File: config.mk
export PLATFORM = sky130hd
export DESIGN_NAME = dmem_ctrl
export DESIGN_NICKNAME = d
export VERILOG_FILES = /design/src/rtl/dmem_ctrl.sv
export SDC_FILE = /design/constraint.sdc
export NUM_CORES = 1
export LEC_CHECK = 0
export CORE_MARGIN = 1.5
export CORE_UTILIZATION = 48
export DETAILED_ROUTE_END_ITERATION = 10
export PLACE_DENSITY = 0.94
export SLEW_MARGIN = 40
export SYNTH_ARGS = -nofsm -noshare
export SYNTH_HDL_FRONTEND = slang
export SYNTH_SLANG_ARGS = --single-unit
File: constraint.sdc
create_clock -name clk -period 4.34 [get_ports clk]
set_input_delay 0.868 -clock clk [delete_from_list [all_inputs] [get_ports clk]]
set_output_delay 0.868 -clock clk [all_outputs]
set_load 0.02 [all_outputs]
File: src/rtl/dmem_ctrl.sv
// -----------------------------------------------------------------------------
// dmem_ctrl
//
// Load/store unit between a simple valid/ready request port and a word-wide
// data memory with a combinational read port. It handles byte, half and word
// accesses with little-endian lanes, and sign- or zero-extends loads. Sub-word
// stores are done as read-modify-write. Misaligned or illegal-size requests are
// answered with an error flag and never touch memory.
//
// Ports
//   clk            single clock, rising edge
//   rst            synchronous active-high reset
//   req_valid      request present
//   req_ready      high only in IDLE; request accepted when valid & ready
//   req_we         1 = store, 0 = load
//   req_size       00 byte, 01 half, 10 word, 11 illegal
//   req_unsigned   1 = zero-extend load data, 0 = sign-extend
//   req_addr       byte address
//   req_wdata      store data, right-aligned
//   rsp_valid      one-cycle completion pulse (no backpressure)
//   rsp_rdata      extended load data (0 for stores and errors)
//   rsp_misaligned error flag, qualified by rsp_valid
//   mem_we         memory write enable
//   mem_a          word-aligned memory address
//   mem_wd         memory write data
//   mem_rd         memory read data, combinational in mem_a
// -----------------------------------------------------------------------------
module dmem_ctrl #(
    parameter int SIZE = 32
) (
    input  logic            clk,
    input  logic            rst,
    input  logic            req_valid,
    output logic            req_ready,
    input  logic            req_we,
    input  logic [1:0]      req_size,
    input  logic            req_unsigned,
    input  logic [SIZE-1:0] req_addr,
    input  logic [SIZE-1:0] req_wdata,
    output logic            rsp_valid,
    output logic [SIZE-1:0] rsp_rdata,
    output logic            rsp_misaligned,
    output logic            mem_we,
    output logic [SIZE-1:0] mem_a,
    output logic [SIZE-1:0] mem_wd,
    input  logic [SIZE-1:0] mem_rd
);

    typedef enum logic [1:0] {
        IDLE  = 2'b00,
        READ  = 2'b01,
        WRITE = 2'b10,
        RESP  = 2'b11
    } state_e;

    typedef enum logic [1:0] {
        SZ_BYTE    = 2'b00,
        SZ_HALF    = 2'b01,
        SZ_WORD    = 2'b10,
        SZ_ILLEGAL = 2'b11
    } access_size_e;

    state_e            state, state_d;

    // Request fields captured on acceptance; the requester may change its
    // inputs freely afterwards.
    logic [SIZE-1:0]   addr_q;
    logic              we_q;
    access_size_e      size_q;
    logic              unsigned_q;
    // Holds the store data, and for sub-word stores is overwritten with the
    // merged word at the end of the read phase.
    logic [SIZE-1:0]   wd_q;

    logic [SIZE-1:0]   rdata_q, rdata_d;
    logic              mis_q, mis_d;

    logic              accept;
    logic              misaligned_req;
    logic [1:0]        lane;
    logic [7:0]        ld_byte;
    logic [15:0]       ld_half;
    logic [SIZE-1:0]   load_ext;
    logic [SIZE-1:0]   merged;

    // -------------------------------------------------------------------------
    // Alignment check on the incoming (not yet latched) request
    // -------------------------------------------------------------------------
    always_comb begin
        unique case (access_size_e'(req_size))
            SZ_BYTE: misaligned_req = 1'b0;
            SZ_HALF: misaligned_req = req_addr[0];
            SZ_WORD: misaligned_req = (req_addr[1:0] != 2'b00);
            default: misaligned_req = 1'b1;
        endcase
    end

    // -------------------------------------------------------------------------
    // Lane extraction for loads and lane merge for sub-word stores
    // -------------------------------------------------------------------------
    assign lane    = addr_q[1:0];
    assign ld_byte = mem_rd[{lane, 3'b000} +: 8];
    assign ld_half = mem_rd[{lane[1], 4'b0000} +: 16];

    always_comb begin
        unique case (size_q)
            SZ_BYTE: load_ext = unsigned_q ? {{(SIZE-8){1'b0}}, ld_byte}
                                           : {{(SIZE-8){ld_byte[7]}}, ld_byte};
            SZ_HALF: load_ext = unsigned_q ? {{(SIZE-16){1'b0}}, ld_half}
                                           : {{(SIZE-16){ld_half[15]}}, ld_half};
            default: load_ext = mem_rd;
        endcase
    end

    always_comb begin
        merged = mem_rd;
        unique case (size_q)
            SZ_BYTE: merged[{lane, 3'b000} +: 8]     = wd_q[7:0];
            SZ_HALF: merged[{lane[1], 4'b0000} +: 16] = wd_q[15:0];
            default: merged = wd_q;
        endcase
    end

    // -------------------------------------------------------------------------
    // Next-state logic
    // -------------------------------------------------------------------------
    // NOTE: every signal driven here gets a default first, so no path through
    // the case statement can leave one unassigned and infer a latch.
    always_comb begin
        state_d = state;
        accept  = 1'b0;
        rdata_d = '0;
        mis_d   = 1'b0;
        unique case (state)
            IDLE: begin
                if (req_valid) begin
                    accept = 1'b1;
                    if (misaligned_req) begin
                        state_d = RESP;
                        mis_d   = 1'b1;
                    end else if (req_we && (access_size_e'(req_size) == SZ_WORD)) begin
                        state_d = WRITE;
                    end else begin
                        // Loads and sub-word stores both need the current word.
                        state_d = READ;
                    end
                end
            end
            READ: begin
                if (we_q) begin
                    state_d = WRITE;
                end else begin
                    state_d = RESP;
                    rdata_d = load_ext;
                end
            end
            WRITE:   state_d = RESP;
            RESP:    state_d = IDLE;
            default: state_d = IDLE;
        endcase
    end

    // -------------------------------------------------------------------------
    // State register
    // -------------------------------------------------------------------------
    // NOTE: sequential blocks use non-blocking assignments only, so every
    // register samples the values that existed before this edge.
    always_ff @(posedge clk) begin
        if (rst) state <= IDLE;
        else     state <= state_d;
    end

    // -------------------------------------------------------------------------
    // Datapath registers
    // -------------------------------------------------------------------------
    // NOTE: all of these are reset, not just the control state, because
    // mem_a, mem_wd and the response outputs must read 0 straight after reset.
    always_ff @(posedge clk) begin
        if (rst) begin
            addr_q     <= '0;
            we_q       <= 1'b0;
            size_q     <= SZ_BYTE;
            unsigned_q <= 1'b0;
            wd_q       <= '0;
            rdata_q    <= '0;
            mis_q      <= 1'b0;
        end else begin
            rdata_q <= rdata_d;
            mis_q   <= mis_d;
            if (accept) begin
                addr_q     <= req_addr;
                we_q       <= req_we;
                size_q     <= access_size_e'(req_size);
                unsigned_q <= req_unsigned;
                wd_q       <= req_wdata;
            end else if (state == READ && we_q) begin
                wd_q <= merged;
            end
        end
    end

    // -------------------------------------------------------------------------
    // Outputs
    // -------------------------------------------------------------------------
    assign req_ready      = (state == IDLE);
    assign rsp_valid      = (state == RESP);
    assign rsp_rdata      = rdata_q;
    assign rsp_misaligned = mis_q;

    // rst gates the write strobe combinationally so that a reset arriving in
    // the WRITE cycle aborts the store before the memory samples it.
    assign mem_we = (state == WRITE) && !rst;
    assign mem_a  = {addr_q[SIZE-1:2], 2'b00};
    assign mem_wd = (state == WRITE) ? wd_q : '0;

endmodule

# Yosys cells after proc, flatten, opt, wreduce, memory -nomap -nowiden
# Index checks and enable logic that the tools add are counted.
[totals]
regBits = 103
out_inout_bits = 100
word_cells = 57
[op_classes]
n_addsub = 2
n_eq_ne = 7
shift = 6
muxes = 18
bitwise_logic = 3
n_reduce_logical = 13
[op_table]
columns = ["op", "n"]
rows = [
  ["$mux W32", 5],
  ["$pmux W32 S2", 2],
  ["$bwmux W32", 2],
  ["$shift A16 B7 Y32 const A", 1],
  ["$shift A8 B7 Y32 const A", 1],
  ["$shiftx A16 B7 Y32", 1],
  ["$shiftx A32 B6 Y16", 1],
  ["$shiftx A32 B6 Y8", 1],
  ["$shiftx A8 B7 Y32", 1],
  ["$neg A5 Y7", 2],
  ["$pmux W2 S4", 1],
  ["$eq A2 B1 Y1 const B", 3],
  ["$eq A2 B2 Y1 const B", 3],
  ["$logic_not A2 Y1", 3],
  ["$mux W2", 3],
  ["$reduce_or A3 Y1", 2],
  ["$mux W1", 4],
  ["$reduce_bool A2 Y1", 2],
  ["$logic_and A1 B1 Y1", 3],
  ["$not A1 Y1", 3],
  ["$pmux W1 S3", 1],
  ["$reduce_bool A3 Y1", 1],
  ["$ne A2 B2 Y1 const B", 1],
  ["$reduce_and A2 Y1", 1],
  ["$logic_not A1 Y1", 1],
]

# Depth between registers and ports, before layout
# Gate-level depths: netlist of the first run.
[depth]
depth_word = 6
depth_mapped = 10
ltp_nobuf = 6

# Worst setup path after synthesis of the first run
# Ideal clock, no wire load.
[synth_path]
path_type = "register -> register"
from = "register addr_q[1]"
to = "register wd_q[0]"
setup_time_ns = 0.122
arrival_time_ns = 2.157
setup_slack_ns = 2.062
path_stages_with_launch = 10
path_buffers = 3
period_less_slack_ns = 2.278
path_cell_list = "dfxtp_1 > buf_4 > buf_6 > buf_4 > inv_1 > ha_1 > nand2b_1 > o311ai_4 > nor4b_2 > a221o_1"
[synth_between]
elab_chain_len = 6
word_cells_on_any_way = 11
classes_between = "add/sub: 2; shift: 4; mux: 5"
[synth_lines]
columns = ["element", "line_no", "text"]
rows = [
  ["start: declaration", "67", "logic [SIZE-1:0] addr_q;"],
  ["start signal: assignment", "191", "addr_q <= req_addr;"],
  ["$neg A5 Y7, on equally long branches", "119, 118", ""],
  ["$shiftx A16 B7 Y32, or another cell as far along", "119", "SZ_HALF: merged[{lane[1], 4'b0000} +: 16] = wd_q[15:0];"],
  ["$bwmux W32, on equally long branches", "119, 118", ""],
  ["$pmux W32 S2 *", "117", "unique case (size_q)"],
  ["$mux W32 *", "196", "end else if (state == READ && we_q) begin"],
  ["$mux W32 *", "190", "if (accept) begin"],
  ["end signal: assignment", "195", "wd_q <= req_wdata;"],
  ["end signal: assignment", "197", "wd_q <= merged;"],
  ["end: declaration", "73", "logic [SIZE-1:0] wd_q;"],
]
# Every way passes the cells marked *; elsewhere a longest branch is shown, timed or not. The select of a mux whose other input is x is not followed.
# A chain may end at the register's enable or synchronous reset.

# Final worst setup path of the first run
[layout_path]
from = "register state[0]"
to = "output port mem_wd[13]"
[layout_between]
elab_chain_len = 2
[layout_lines]
columns = ["element", "line_no", "text"]
rows = [
  ["start: declaration", "63", "state_e state, state_d;"],
  ["start signal: assignment", "170", "else state <= state_d;"],
  ["$eq A2 B2 Y1", "214", "assign mem_wd = (state == WRITE) ? wd_q : '0;"],
  ["$mux W32", "214", ""],
  ["end: declaration", "45", "output logic [SIZE-1:0] mem_wd,"],
]
# Every way passes these cells.

==> flow_metrics.env, run 1 <==
export IMPL_outcome="completed"
export IMPL_grt_ovfl_total=0
export IMPL_crit_family="buffers and inverters"
export IMPL_cp_required_ps=3470
export IMPL_cp_slowest_cell="clkdlybuf4s50_1"
export IMPL_gp_congestion=0.904
export IMPL_antenna_found_initial=0
export IMPL_io_pins=203
export IMPL_grt_pass1_vias=5211
export IMPL_yosysTopAreaCellShare=0.388
export IMPL_cts_clk_slew_worst_paths_ps=90
export IMPL_hold_class="reg -> reg"
export IMPL_yosys_top_cells_area="dfxtp_1, a21oi_1, nand2_1"
export IMPL_path_cells="inv_1 > ha_2 > and2_1 > clkdlybuf4s50_1"
export IMPL_fin_crit_sh=0.721
export IMPL_synth_commonest_cells="dfxtp_1, nand2_1, a21oi_1"
export IMPL_r2r_cells=6
export IMPL_die_y_um=108
export IMPL_clk_latency_ps=370
export IMPL_fin_tns_setup_ps=0
export IMPL_cts_tree="built"
export IMPL_cp_num_buf_inv=2
export IMPL_grt_start_max_net_pins=58
export IMPL_r2r_setup_slack_ps=1550
export IMPL_cts_resized=0
export IMPL_core_area_um2=10800
export IMPL_slew_viol_final=0
export IMPL_diodes=0
export IMPL_rows=38
export IMPL_end_kind="output port"
export IMPL_critPathArrivalTime_ps=2260
export IMPL_crit_path_start_kind="flip-flop"
export IMPL_cap_violations=0
export IMPL_avgSynthCellArea_um2=8.65
export IMPL_dp_slack_ps=1470
export IMPL_crit_type="reg -> out"
export IMPL_max_vdd_ir_drop_v=0.000242
export IMPL_crit_fanout=34
export IMPL_synthDistinctLibCells=53
export IMPL_vias=5341
export IMPL_grt_use_total=0.291
export IMPL_clk_path_buf_depth=2
export IMPL_worst_slew_pin_slew_ps=807
export IMPL_syn_area_um2=5310
export IMPL_cts_sinks=103
export IMPL_ys_flop_type="dfxtp_1"
export IMPL_htreeDepth=3
export IMPL_wl_per_cell_um=19.3
export IMPL_fmax_mhz=320
export IMPL_yosysWarnings=0
export IMPL_area_growth_pct=37.3
export IMPL_dieWidth_um=108
export IMPL_cts_hold_buffers=0
export IMPL_hold_start="addr_q[27]$_SDFFE_PP0P_"
export IMPL_fin_worst_skew_ps=7.99
export IMPL_dr_pass1_iters=5
export IMPL_power_w=0.00346
export IMPL_cts_root_buffer="clkbuf_8"
export IMPL_drt_total_wl_mm=17.4
export IMPL_drt_initial_drc_count=553
export IMPL_p_per_area_nw_per_um2=475
export IMPL_relSlewSlack=0.461
export IMPL_power_leakage_nw=2.57
export IMPL_drc_errors=0
export IMPL_die_area_um2=11700
export IMPL_vias_per_cell=5.94
export IMPL_r2r_start="addr_q[1]$_SDFFE_PP0P_"
export IMPL_holdPathEnd="addr_q[27]$_SDFFE_PP0P_"
export IMPL_yosysTopAreaCell="dfxtp_1"
export IMPL_syn_inst=614
export IMPL_finalCriticalPeriod_ps=3130
export IMPL_portBuffers=200
export IMPL_async_reset_ff_frac=0
export IMPL_min_path_cells=2
export IMPL_synth_seq_cells=103
export IMPL_grt_pass1_wl_mm=26.4
export IMPL_r2r_end="wd_q[28]$_SDFFE_PP0P_"
export IMPL_synth_most_common_cell="dfxtp_1"
export IMPL_cts_inserted_buffers=9
export IMPL_ys_seq_area_frac=0.388
export IMPL_nNetsFinal=867
export IMPL_synth_edf_count=0
export IMPL_layout_drive_gt1_share=0.0646
export IMPL_setup_ws_ps=1210
export IMPL_cts_setup_buffers=0
export IMPL_max_stage_delay_ps=610
export IMPL_rsz0062_at_grt="no"
export IMPL_antenna_left=0
export IMPL_hold_viol_final=0
export IMPL_setup_viol_count_final=0
export IMPL_dp_hpwl_mm=12.6
export IMPL_start_util=0.492
-- per-stage QoR --
| step | area, µm² | std cells | hold slack (ps) | util |
|---|---|---|---|---|
| after floorplan | 5310 | 615 | 437 | - |
| after global placement | 7090 | 883 | 442 | 0.657 |
| after detailed placement | 7100 | 883 | 449 | 0.658 |
| after CTS | 7290 | 899 | 462 | 0.676 |
| after global routing | 7290 | 899 | 486 | 0.676 |
| final | 7290 | 899 | 458 | 0.676 |
-- power by group --
group          total, W  switching [W]  internal, W  leakage (nW)
Combinational   0.00155       0.000885     0.000664          1.62
Sequential      0.00132       0.000171      0.00114         0.843
Clock          0.000599       0.000328     0.000271        0.0987
Total           0.00346        0.00138      0.00208          2.56
-- cell usage in the layout (no fill, tap or decap), types with 2 or more instances in the layout --
master and instances:
ha_1 9, nor3_1 15, mux2i_1 9, clkbuf_8 13, nand3b_1 9, nor2b_1 12, a221o_1 13, a21oi_1 70
mux4_2 8, or2_2 2, nand2_1 91, o41ai_1 8, a221oi_1 19, o31a_1 2, buf_4 9, a2111oi_0 7
and2_1 37, dfxtp_1 102, conb_1 2, a311oi_1 2, and3b_1 2, nor3b_1 9, o21ai_0 9, a31oi_1 2
o22ai_1 8, and3_1 2, a22oi_1 23, nand2b_1 8, nor2_1 23, inv_1 7, clkdlybuf4s50_1 199
-- flip-flops by register name, summed over array words and instances (netlist names) --
name and cells:
rsp_misaligned 1, addr_q 32, wd_q 32, state 2, unsigned_q 1, we_q 1
rsp_rdata 32, size_q 2
-- kinds of logic (layout without fill, tap and decap cells) --
kind of cell	Yosys count	in the layout	synth area share
fa+ha+maj	10	10	0.0236
flops	103	103	0.388
simple gates	223	223	0.217
mux	17	17	0.0509
other cells	1	2	0.000706
buf+inv	88	232	0.0933
compound gates	172	172	0.226
-- worst max path at each step --
stage / startpoint / end / slack, ps / depth (start not counted)
6_report: state[0]$_SDFFE_PP0P_ / mem_wd[13] / 1210 / 4
2_1_floorplan: addr_q[1]$_SDFFE_PP0P_ / wd_q[0]$_SDFFE_PP0P_ / 2060 / 9
5_1_grt: state[0]$_SDFFE_PP0P_ / mem_wd[24] / 1090 / 4
3_3_place_gp: state[0]$_SDFFE_PP0P_ / mem_wd[31] / 1390 / 4
3_5_place_dp: req_valid / wd_q[18]$_SDFFE_PP0P_ / 1470 / 6
4_1_cts: state[0]$_SDFFE_PP0P_ / mem_wd[30] / 1210 / 4
-- metal layers --
metal	track usage	vias up	part of all wire
met5	0	-	0
met4	0.171	0	0.057
met3	0.0609	83	0.093
met2	0.489	322	0.48
met1	0.343	2487	0.37
li1	-	2449	-
-- tightest hold or removal path, delay by kind of cell (launching register included) --
kind	cells	cell delay (ps)
AOI/OAI and AO/OA	1	50
DFF	1	320
and+or+nand+nor	1	50
-- area by class of cell --
| cell class | count | area [µm²] |
|---|---|---|
| Fill cell | 813 | 3500 |
| Sequential cell | 103 | 2060 |
| Clock inverter | 2 | 12.5 |
| Timing Repair Buffer | 209 | 2060 |
| Multi-Input combinational cell | 424 | 2770 |
| Inverter | 7 | 26.3 |
| Clock buffer | 14 | 183 |
| Tap cell | 140 | 175 |
(Power assumes the default switching activity.)
==> run 2: changes to the inputs <==
CORE_UTILIZATION = 45   (was 48)
PLACE_DENSITY = 0.9   (was 0.94)
clock period = 2.9 ns   (was 4.34 ns; I/O delays follow)
==> flow_metrics.env, run 2 (synthesis gave the netlist of run 1 again) <==
export IMPL_rsz0062_at_grt="no"
export IMPL_area_growth_pct=40.3
export IMPL_gp_congestion=0.931
export IMPL_power_w=0.00556
export IMPL_vias=5310
export IMPL_worst_slew_pin_slew_ps=654
export IMPL_clk_path_buf_depth=2
export IMPL_clk_latency_ps=350
export IMPL_fmax_mhz=369
export IMPL_combPwrFrac=0.431
export IMPL_htreeDepth=3
export IMPL_cts_tree="built"
export IMPL_fin_worst_skew_ps=5.40
export IMPL_grt_use_total=0.275
export IMPL_hold_class="reg -> reg"
export IMPL_switchingPower_w=0.00215
export IMPL_cts_resized=0
export IMPL_power_frac_seq=0.343
export IMPL_cp_required_ps=2320
export IMPL_crit_path_start_kind="flip-flop"
export IMPL_r2r_setup_slack_ps=680
export IMPL_fin_crit_sh=0.934
export IMPL_antenna_left=0
export IMPL_setup_ws_ps=191
export IMPL_swShare=0.387
export IMPL_diodes=0
export IMPL_cts_root_buffer="clkbuf_16"
export IMPL_setup_viol_count_final=0
export IMPL_cp_slowest_cell="clkdlybuf4s50_1"
export IMPL_dr_pass1_iters=5
export IMPL_dieWidth_um=112
export IMPL_drt_total_wl_mm=17.5
export IMPL_cts_setup_buffers=0
export IMPL_max_vdd_ir_drop_v=0.000490
export IMPL_io_pins=203
export IMPL_rows=39
export IMPL_postLayoutCellArea_um2=7450
export IMPL_core_area_um2=11500
export IMPL_grt_ovfl_total=0
export IMPL_drc_errors=0
export IMPL_crit_type="reg -> out"
export IMPL_relSlewSlack=0.562
export IMPL_finalCriticalPeriod_ps=2710
export IMPL_drt_initial_drc_count=412
export IMPL_layout_drive_gt1_share=0.0680
export IMPL_p_int_w=0.00341
export IMPL_vias_per_cell=5.85
export IMPL_grt_pass1_wl_mm=27.0
export IMPL_cts_hold_buffers=0
export IMPL_grt_start_max_net_pins=50
export IMPL_fin_tns_setup_ps=0
export IMPL_final_common_cell="clkdlybuf4s50_1"
export IMPL_antenna_found_initial=0
export IMPL_start_util=0.463
export IMPL_wl_per_cell_um=19.3
export IMPL_crit_path_start="state[0]$_SDFFE_PP0P_"
export IMPL_r2r_end="wd_q[17]$_SDFFE_PP0P_"
export IMPL_max_stage_delay_ps=640
export IMPL_nNetsFinal=873
export IMPL_r2r_start="addr_q[1]$_SDFFE_PP0P_"
export IMPL_portBuffers=200
export IMPL_slew_viol_final=0
export IMPL_end_kind="output port"
export IMPL_power_leakage_nw=2.65
export IMPL_path_cells="inv_1 > ha_1 > buf_4 > nor2b_1 > clkdlybuf4s50_1"
export IMPL_final_cell_mix="clkdlybuf4s50_1, dfxtp_1, nand2_1"
export IMPL_hold_viol_final=0
export IMPL_crit_end="mem_we"
export IMPL_dp_hpwl_mm=12.9
export IMPL_p_per_area_nw_per_um2=747
export IMPL_dp_slack_ps=401
export IMPL_place_area_um2=7150
export IMPL_die_area_um2=12500
export IMPL_critPathArrivalTime_ps=2130
export IMPL_cts_inserted_buffers=9
export IMPL_crit_fanout=33
export IMPL_cap_violations=0
export IMPL_grt_pass1_vias=5256
export IMPL_r2r_cells=5
export IMPL_outcome="completed"
export IMPL_die_y_um=112
export IMPL_clkPwrFrac=0.226
export IMPL_final_core_util=0.650
export IMPL_cts_sinks=103
export IMPL_cts_clk_slew_worst_paths_ps=70
run 2: worst min-delay path by stage:
stage               cells after the start               startpoint                 endpoint  slack, ps
floorplan                               2  addr_q[10]$_SDFFE_PP0P_  addr_q[10]$_SDFFE_PP0P_        440
global placement                        2  addr_q[30]$_SDFFE_PP0P_  addr_q[30]$_SDFFE_PP0P_        440
detailed placement                      2  addr_q[20]$_SDFFE_PP0P_  addr_q[20]$_SDFFE_PP0P_        450
CTS                                     2  addr_q[20]$_SDFFE_PP0P_  addr_q[20]$_SDFFE_PP0P_        460
global route                            2  addr_q[14]$_SDFFE_PP0P_  addr_q[14]$_SDFFE_PP0P_        480
finish                                  2  addr_q[20]$_SDFFE_PP0P_  addr_q[20]$_SDFFE_PP0P_        460
run 2: final cells by class:
type                       count  area, µm²
timing repair buffer         215       2120
clock buffer                   9        225
clock inverter                 7       78.8
inverter                       7       26.3
fill                         894       4020
multi-input combinational    424       2760
sequential                   103       2060
tap                          143        179
run 2: power by group through the flow:
stage | Sequential (W) | Combinational, W | Clock [W]
2_1_floorplan | 0.00196 | 0.00150 | 0
3_3_place_gp | 0.00193 | 0.00230 | 0
3_5_place_dp | 0.00193 | 0.00237 | 0
4_1_cts | 0.00191 | 0.00239 | 0.00128
5_1_grt | 0.00194 | 0.00257 | 0.00133
6_report | 0.00191 | 0.00240 | 0.00126
run 2: per-stage QoR:
step                hold WS (ps)  std cells
finish                       458        908
global route                 484        908
CTS                          457        908
detailed placement           447        892
global placement             441        892
floorplan                    437        615
run 2: worst max-delay path: cells and delay by family, from the launching register on:
| kind | cells | cell delay [ps] |
|---|---|---|
| adder cells (fa/ha/maj) | 1 | 220 |
| AND/OR/NAND/NOR | 1 | 170 |
| flip-flops | 1 | 330 |
| buffers and inverters | 3 | 1040 |
run 2: per-layer routing:
metal  GRT usage  vias to the layer above  share of wire
li1            -                     2465              -
met1       0.342                     2488           0.40
met2       0.457                      315           0.47
met3      0.0631                       42          0.093
met4       0.117                        0          0.028
met5           0                        -              0
==> run 3: changes to the inputs <==
ABC_CLOCK_PERIOD_IN_PS = 2900   (was default)
==> results of run 3 <==
The final DEF is identical to that of run 2; final timing and power are the same.
